<file path="src/rtl/shift_arbiter.sv">
// shift_arbiter: round-robin front end for the shared 64-bit logical-right
// shifter, with a one-entry result register behind a valid/ready handshake.
// Port 0 is the ALU shift path, port 1 is the address-generation path.

// LSR_64: six-stage logarithmic right shifter. Stage k shifts by 2^k when
// enable[k] is set, so enable is simply the binary shift amount.
module LSR_64 (
    input  logic [63:0] in,
    input  logic [5:0]  enable,
    output logic [63:0] out
);
    logic [6:0][63:0] stage;

    assign stage[0] = in;

    for (genvar k = 0; k < 6; k++) begin : g_stage
        localparam int SH = 1 << k;
        // Zero-filling shift by a fixed power of two, bypassed when the bit is clear.
        assign stage[k+1] = enable[k] ? (stage[k] >> SH) : stage[k];
    end

    assign out = stage[6];
endmodule

module shift_arbiter (
    input  logic        clk,
    input  logic        reset,
    input  logic        req0_valid,
    input  logic [63:0] req0_data,
    input  logic [5:0]  req0_shamt,
    output logic        req0_ready,
    input  logic        req1_valid,
    input  logic [63:0] req1_data,
    input  logic [5:0]  req1_shamt,
    output logic        req1_ready,
    output logic        rsp_valid,
    output logic [63:0] rsp_data,
    output logic        rsp_port,
    input  logic        rsp_ready
);
    logic        rsp_valid_q, rsp_valid_d;
    logic [63:0] rsp_data_q,  rsp_data_d;
    logic        rsp_port_q,  rsp_port_d;
    logic        prio_q,      prio_d;

    logic        can_issue;
    logic        gnt_vld;
    logic        gnt_port;
    logic [63:0] sh_in;
    logic [5:0]  sh_amt;
    logic [63:0] sh_out;

    // The result slot is free if empty or being drained this very cycle.
    assign can_issue = !rsp_valid_q || rsp_ready;

    // Grant selection: a lone requester always wins; a tie goes to prio.
    always_comb begin
        gnt_vld  = 1'b0;
        gnt_port = 1'b0;
        if (can_issue) begin
            if (req0_valid && req1_valid) begin
                gnt_vld  = 1'b1;
                gnt_port = prio_q;
            end else if (req0_valid) begin
                gnt_vld  = 1'b1;
                gnt_port = 1'b0;
            end else if (req1_valid) begin
                gnt_vld  = 1'b1;
                gnt_port = 1'b1;
            end
        end
    end

    // Readys are forced low while reset is held so nothing is accepted then.
    assign req0_ready = !reset && gnt_vld && (gnt_port == 1'b0);
    assign req1_ready = !reset && gnt_vld && (gnt_port == 1'b1);

    // Operand mux into the single shifter instance.
    assign sh_in  = gnt_port ? req1_data  : req0_data;
    assign sh_amt = gnt_port ? req1_shamt : req0_shamt;

    LSR_64 u_lsr (
        .in     (sh_in),
        .enable (sh_amt),
        .out    (sh_out)
    );

    // Next state: load on grant, otherwise drop valid on drain; data/port hold.
    always_comb begin
        rsp_valid_d = rsp_valid_q;
        rsp_data_d  = rsp_data_q;
        rsp_port_d  = rsp_port_q;
        prio_d      = prio_q;
        if (gnt_vld) begin
            rsp_valid_d = 1'b1;
            rsp_data_d  = sh_out;
            rsp_port_d  = gnt_port;
            prio_d      = !gnt_port;
        end else if (rsp_valid_q && rsp_ready) begin
            rsp_valid_d = 1'b0;
        end
    end

    // State register; reset discards any pending result immediately.
    always_ff @(posedge clk or posedge reset) begin
        if (reset) begin
            rsp_valid_q <= 1'b0;
            rsp_data_q  <= 64'd0;
            rsp_port_q  <= 1'b0;
            prio_q      <= 1'b0;
        end else begin
            rsp_valid_q <= rsp_valid_d;
            rsp_data_q  <= rsp_data_d;
            rsp_port_q  <= rsp_port_d;
            prio_q      <= prio_d;
        end
    end

    assign rsp_valid = rsp_valid_q;
    assign rsp_data  = rsp_data_q;
    assign rsp_port  = rsp_port_q;
endmodule

</file>
<file path="config.mk">
export PLATFORM = sky130hd
export DESIGN_NAME = shift_arbiter
export DESIGN_NICKNAME = d
export VERILOG_FILES = /design/src/rtl/shift_arbiter.sv
export SDC_FILE = /design/constraint.sdc
export NUM_CORES = 1
export LEC_CHECK = 0
export BUFFER_PORTS_ARGS = -buffer_cell sky130_fd_sc_hd__buf_4
export CAP_MARGIN = 20
export CORE_UTILIZATION = 40
export CTS_CLUSTER_DIAMETER = 120
export DETAILED_ROUTE_END_ITERATION = 7
export GPL_ROUTABILITY_DRIVEN = 0
export GPL_TIMING_DRIVEN = 0
export PLACE_DENSITY = 0.6
export SYNTH_ARGS = -nofsm -noshare
export SYNTH_HDL_FRONTEND = slang
export SYNTH_HIERARCHICAL = 1
export SYNTH_SLANG_ARGS = --single-unit
</file>
<file path="constraint.sdc">
create_clock -name clk -period 10.8 [get_ports clk]
set_clock_uncertainty 0.1 [all_clocks]
set_input_delay 3.24 -clock clk [delete_from_list [all_inputs] [get_ports clk]]
set_output_delay 3.24 -clock clk [all_outputs]
set_load 0.02 [all_outputs]
</file>
==> flow_metrics.py, run 1 <==
metrics = {
    "route": {
        "viasPerCell": 6.05,
        "drc_errors": 0,
        "ant_nets": 0,
        "post_drt_wl_per_cell_um": 22.4,
        "drt_iter0_drc": 860,
        "num_vias": 7765,
        "first_pass_iters": 7,
        "wl_um": 28700,
    },
    "power_and_ir_drop": {
        "p_int_mw": 0.844,
        "p_leak_nw": 4.48,
        "switching_share_pct": 40.6,
        "seq_power_share_pct": 24.1,
        "switchingPower_mw": 0.577,
        "combPwrFrac_pct": 57.1,
        "p_per_area_nw_per_um2": 142,
        "ir_worst_vdd_uv": 83.3,
        "clkPwrFrac_pct": 18.8,
    },
    "setup_path": {
        "r2r_cells": 12,
        "max_stage_delay_ns": 0.24,
        "cp_common_cell": "buf_4",
        "endpoint_kind": "output port",
        "cp.required_ns": 7.46,
        "worstSetupPathType": "in -> out",
        "cp_slowest_cell": "nor2b_4",
        "cp_max_fo": 10,
        "crit_chain": "buf_4, nand2b_4, nor2b_4, buf_6, buf_8, and3_1, buf_4",
        "start_kind": "input port",
        "r2r_setup_slack_ns": 6.54,
        "crit_arrival_ns": 4.36,
    },
    "clock_tree": {
        "post_cts_buffers": 0,
        "cts_hold_buffers": 0,
        "htree_levels": 3,
        "clk_latency_ns": 0.32,
        "cts.sinks": 67,
        "cts_resized": 0,
        "root_buffer": "clkbuf_16",
        "clock_path_buffers": 2,
        "numCtsBuffers": 9,
        "clk_pin_slew_ns": 0.05,
        "cts_tree": "done",
    },
    "synthesis": {
        "muxShareOfSynthArea_pct": 45.1,
        "yosys_most_used_dff": "dfrtp_1",
        "syn_inst": 796,
        "synth_fa_ha_area_share_pct": 0,
        "synth_warnings": 6,
        "synth_nets": 941,
        "seq_area_frac_synth_pct": 21.5,
        "synthTopCellsByArea": "mux2_2 (22%), dfrtp_1 (21%), mux4_2 (9.8%)",
        "avgSynthCellArea_um2": 9.81,
        "ys_types": 60,
        "ys_ff_latch": 67,
        "synth_top_area_share_pct": 21.8,
        "synth_commonest_cells": "mux2_2 (151), nor2_1 (70), dfrtp_1 (67)",
        "syn_area_um2": 7810,
        "synth_simple_gate_area_share_pct": 10.9,
        "synth_top_family_by_area": "multiplexers",
        "synth_most_common_cell": "mux2_2",
        "synth_compound_area_share_pct": 16.0,
        "synthXorXnorAreaFrac_pct": 0,
        "synth_top_area_cell": "mux2_2",
        "synthArstFlopShare_pct": 100,
        "synth-edff-count": 0,
    },
    "timing": {
        "finalCritPeriodShare_pct": 71.3,
        "fmax_mhz": 130,
        "setup_viol": 0,
        "fin_tns_setup_ns": 0,
        "maxSlewViolCount": 0,
        "hold_viol": 0,
        "fin_crit_ns": 7.70,
        "maxSlewHeadroom_pct": 34.2,
        "fin_ws_ns": 3.10,
        "worst_pin_slew_ns": 0.987,
        "rsz0062_at_grt": "false",
    },
    "floorplan": {
        "die_w_um": 142,
        "core_area_um2": 18900,
        "ioPinCount": 213,
        "dieArea_um2": 20100,
        "die_h_um": 142,
        "rows": 50,
        "start_util_pct": 41.3,
    },
    "final_layout": {
        "area_growth_pct": 28.1,
        "diodes": 0,
        "utilization_pct": 52.9,
        "nets": 1164,
        "fillCellCount": 1841,
        "drive_gt1_share_pct": 47.9,
    },
    "run_status": {
        "status": "complete, no violations",
    },
    "global_routing": {
        "overflow": 0,
        "track_usage_pct": 28.7,
        "antenna_found_initial": 0,
        "grt_pass1_wl_um": 43400,
        "grt_pass1_vias": 7487,
        "grt_max_degree": 69,
    },
    "place": {
        "port_buffers": 212,
        "dp_slack_ns": 3.04,
        "dp_hpwl_um": 23000,
    },
    "worst_hold_path": {
        "min_path_type": "reg -> reg",
        "min_path_cells": 1,
    },
    "run": {
        "cap_violations": 0,
    },
}
[worst paths after layout]
path | startpoint | end
setup / recovery | rsp_ready | req0_ready
hold / removal | prio_q$_DFFE_PP0P_ | prio_q$_DFFE_PP0P_
setup reg to reg | prio_q$_DFFE_PP0P_ | rsp_data[9]$_DFFE_PP0P_
hold reg to reg | prio_q$_DFFE_PP0P_ | prio_q$_DFFE_PP0P_
max in group asynchronous | reset | rsp_data[1]$_DFFE_PP0P_
min in group asynchronous | reset | rsp_data[10]$_DFFE_PP0P_
[layout make-up]
class / count / area (um2) / share of cell area, %
Multi-Input combinational cell: 645 / 5620 / 56.2
Sequential cell: 67 / 1680 / 16.8
Timing Repair Buffer: 212 / 1590 / 15.9
Buffer: 76 / 478 / 4.78
Tap cell: 260 / 325 / 3.25
Clock buffer: 14 / 264 / 2.64
Inverter: 8 / 32.5 / 0.325
Clock inverter: 2 / 10.0 / 0.100
[worst max-delay path, delay by kind of cell]
family        cells  cell delay [ns]
buf+inv           4             0.59
simple gates      3             0.53
[sequential cells by signal (all words and copies together), names as in the netlist]
register	flops
prio_q	1
rsp_data	64
rsp_port	1
rsp_valid	1
[placed cells by master (no fill, tap or decap), types with 8 or more instances in the layout]
| cell type | instances |
|---|---|
| o21ai_1 | 8 |
| buf_4 | 221 |
| mux2_4 | 28 |
| nor2b_1 | 9 |
| nor3_1 | 10 |
| dfrtp_1 | 67 |
| o22ai_1 | 48 |
| mux2i_1 | 61 |
| mux4_2 | 34 |
| a21oi_1 | 17 |
| buf_2 | 14 |
| nand2_1 | 56 |
| nor2_1 | 70 |
| a211oi_1 | 12 |
| o22a_1 | 19 |
| buf_6 | 13 |
| clkbuf_16 | 9 |
| nand2b_1 | 13 |
| mux2_2 | 151 |
| o21ai_0 | 31 |
| clkbuf_1 | 33 |
[per-layer routing]
layer  track usage, %  part of all wire [%]  up-vias
li1                 -                     -     3484
met1             38.2                    42     3734
met2             46.1                    46      479
met3             6.41                   9.4       68
met4             9.00                   2.9        0
met5                0                     0        -
[cells by family after synthesis]
kind of cell | count (synthesis)
muxes | 276
AOI/OAI and AO/OA | 184
buffers and inverters | 84
and+or+nand+nor | 185
DFF | 67
[power groups by stage]
| stage | clock network, mW | registers, mW | logic, mW |
|---|---|---|---|
| floorplan | 0 | 0.408 | 0.444 |
| global placement | 0 | 0.348 | 0.788 |
| detailed placement | 0 | 0.347 | 0.792 |
| CTS | 0.272 | 0.344 | 0.795 |
| global route | 0.285 | 0.350 | 0.853 |
| finish | 0.267 | 0.343 | 0.812 |
[metrics by stage]
stage	cells	hold WS (ns)	cell area [um2]	power, mW
floorplan	796	0.355	7810	0.851
global placement	1268	0.371	9720	1.14
detailed placement	1268	0.374	9730	1.14
CTS	1284	0.385	10000	1.41
global route	1284	0.394	10000	1.49
finish	1284	0.387	10000	1.42
Power figures use the tool's default switching activity.
==> run 2: changes to the inputs <==
--- a/config.mk
+++ b/config.mk
@@ -12,7 +12,7 @@
 export DETAILED_ROUTE_END_ITERATION = 7
 export GPL_ROUTABILITY_DRIVEN = 0
 export GPL_TIMING_DRIVEN = 0
-export PLACE_DENSITY = 0.6
+export PLACE_DENSITY = 0.62
 export SYNTH_ARGS = -nofsm -noshare
 export SYNTH_HDL_FRONTEND = slang
 export SYNTH_HIERARCHICAL = 1
==> constraint.sdc (replaced) <==
create_clock -name clk -period 6.6 [get_ports clk]
set_clock_uncertainty 0.1 [all_clocks]
set_input_delay 1.98 -clock clk [delete_from_list [all_inputs] [get_ports clk]]
set_output_delay 1.98 -clock clk [all_outputs]
set_load 0.02 [all_outputs]
==> run 2 against run 1 <==
  * Cell count barely moved
  * Routed wire length down 0.63%
  * Critical path depth rose by 7
  * Core utilization is 0.21 points higher
  * Via count is 0.30% higher
==> flow_metrics.py, run 2 (synthesis results as in run 1) <==
metrics = {
    "timing": {
        "fin_tns_setup_ns": 0,
        "setup_viol": 0,
        "fin_crit_ns": 5.60,
        "hold_viol": 0,
        "rsz0062_at_grt": "false",
        "fmax_mhz": 179,
        "maxSlewHeadroom_pct": 38.3,
        "worst_pin_slew_ns": 0.926,
        "finalCritPeriodShare_pct": 84.8,
        "maxSlewViolCount": 0,
    },
    "route": {
        "drc_errors": 0,
        "num_vias": 7788,
        "first_pass_iters": 5,
        "wl_um": 28500,
        "ant_nets": 0,
        "viasPerCell": 6.07,
        "post_drt_wl_per_cell_um": 22.2,
        "drt_iter0_drc": 1106,
    },
    "setup_path": {
        "r2r_setup_slack_ns": 2.36,
        "r2r_end": "rsp_data[9]$_DFFE_PP0P_",
        "max_stage_delay_ns": 0.56,
        "crit_arrival_ns": 5.71,
        "r2r_cells": 12,
        "r2r_start": "prio_q$_DFFE_PP0P_",
        "crit_chain": "buf_4, nand2b_2, nand3_4, buf_6, mux2_2, clkbuf_1, buf_2, buf_1, o21ai_0, o21ai_0, a2bb2oi_1, o22a_1, o211ai_1, mux2_2",
        "cp_slowest_cell": "buf_1",
        "endpoint_kind": "flop",
        "cp.required_ns": 6.71,
        "worstSetupPathType": "in -> reg",
        "critPathLaunch": "req0_valid",
        "cp_max_fo": 10,
        "start_kind": "input port",
    },
    "clock_tree": {
        "clock_path_buffers": 2,
        "cts_tree": "done",
        "post_cts_buffers": 0,
        "root_buffer": "clkbuf_16",
        "clk_latency_ns": 0.32,
        "cts.sinks": 67,
        "cts_hold_buffers": 0,
        "cts_resized": 0,
        "htree_levels": 3,
        "numCtsBuffers": 9,
        "clk_pin_slew_ns": 0.05,
    },
    "worst_hold_path": {
        "hp-start": "prio_q$_DFFE_PP0P_",
        "min_path_cells": 1,
        "min_path_type": "reg -> reg",
        "min_to": "prio_q$_DFFE_PP0P_",
    },
    "run": {
        "cap_violations": 0,
    },
    "place": {
        "port_buffers": 212,
        "placedInstanceArea_um2": 9730,
        "dp_hpwl_um": 22700,
        "dp.cells": 1268,
    },
    "power_and_ir_drop": {
        "ir_worst_vdd_uv": 121,
        "switching_share_pct": 39.7,
        "p_leak_nw": 4.50,
        "combPwrFrac_pct": 55.6,
        "switchingPower_mw": 0.948,
        "seq_power_share_pct": 23.5,
        "p_per_area_nw_per_um2": 238,
        "clkPwrFrac_pct": 20.8,
        "p_int_mw": 1.44,
        "p_total_mw": 2.39,
    },
    "global_routing": {
        "track_usage_pct": 28.4,
        "antenna_found_initial": 0,
        "overflow": 0,
        "grt_max_degree": 69,
        "grt_pass1_vias": 7416,
        "grt_pass1_wl_um": 43100,
    },
    "floorplan": {
        "core_area_um2": 18900,
        "start_util_pct": 41.3,
        "dieArea_um2": 20100,
        "rows": 50,
        "ioPinCount": 213,
        "die_w_um": 142,
        "die_h_um": 142,
    },
    "run_status": {
        "status": "complete, no violations",
    },
    "final_layout": {
        "area_growth_pct": 28.6,
        "finalNonFillerCells": 1283,
        "finalInstanceArea_um2": 10000,
        "largest_register_ff_count": 64,
        "diodes": 0,
        "utilization_pct": 53.1,
        "layout_common_cells": "buf_4 (221), mux2_2 (151), nor2_1 (70)",
        "drive_gt1_share_pct": 48.0,
        "final_common_cell": "buf_4",
        "nets": 1164,
    },
}
-- run 2: changes by cell type in the layout (fill, tap and decap cells not counted) --
cell / before / now
bufinv_16: 0 / 1
clkbuf_8: 2 / 4
clkinv_2: 2 / 0
clkbuf_1: 33 / 31
-- run 2: area by class of cell --
type	count	area, um2
fill	1780	8850
tap	260	325
buffer	76	478
clock inverter	1	30.0
clock buffer	14	284
timing repair buffer	212	1590
multi-input combinational	645	5620
inverter	8	32.5
sequential	67	1680
-- run 2: through the flow --
| stage | worst slack (ns) | hold slack, ns |
|---|---|---|
| 2_1_floorplan | 0.671 | 0.355 |
| 4_1_cts | 1.19 | 0.395 |
| 6_report | 1.00 | 0.394 |
| 3_3_place_gp | -0.0283 | 0.371 |
| 3_5_place_dp | 0.848 | 0.383 |
| 5_1_grt | 0.953 | 0.418 |
-- run 2: worst max path at each step --
stage / slack (ns) / end
after floorplan: 0.67 / req0_ready
after global placement: -0.03 / req0_ready
after detailed placement: 0.85 / rsp_data[16]$_DFFE_PP0P_
after CTS: 1.19 / rsp_data[16]$_DFFE_PP0P_
after global routing: 0.95 / rsp_data[7]$_DFFE_PP0P_
final: 1.00 / rsp_data[7]$_DFFE_PP0P_
-- run 2: per-layer routing --
layer	GRT usage, %	routed length, um	share of wire [%]	vias up
met3	6.28	2970	10	77
met4	9.22	936	3.3	0
met2	45.5	13000	46	496
li1	-	-	-	3490
met1	38.0	11600	41	3725
met5	0	0	0	-
-- run 2: critical path: cells and delay by family --
kind / cells / cell delay, ns
AND/OR/NAND/NOR: 2 / 0.37
buffers and inverters: 5 / 1.56
AO/OA/AOI/OAI: 5 / 1.25
multiplexers: 2 / 0.51
-- run 2: power groups by stage --
stage / clock (mW) / sequential (mW) / combinational, mW
2_1_floorplan: 0 / 0.667 / 0.726
3_3_place_gp: 0 / 0.569 / 1.29
3_5_place_dp: 0 / 0.569 / 1.30
4_1_cts: 0.509 / 0.563 / 1.30
5_1_grt: 0.532 / 0.573 / 1.39
6_report: 0.497 / 0.562 / 1.33
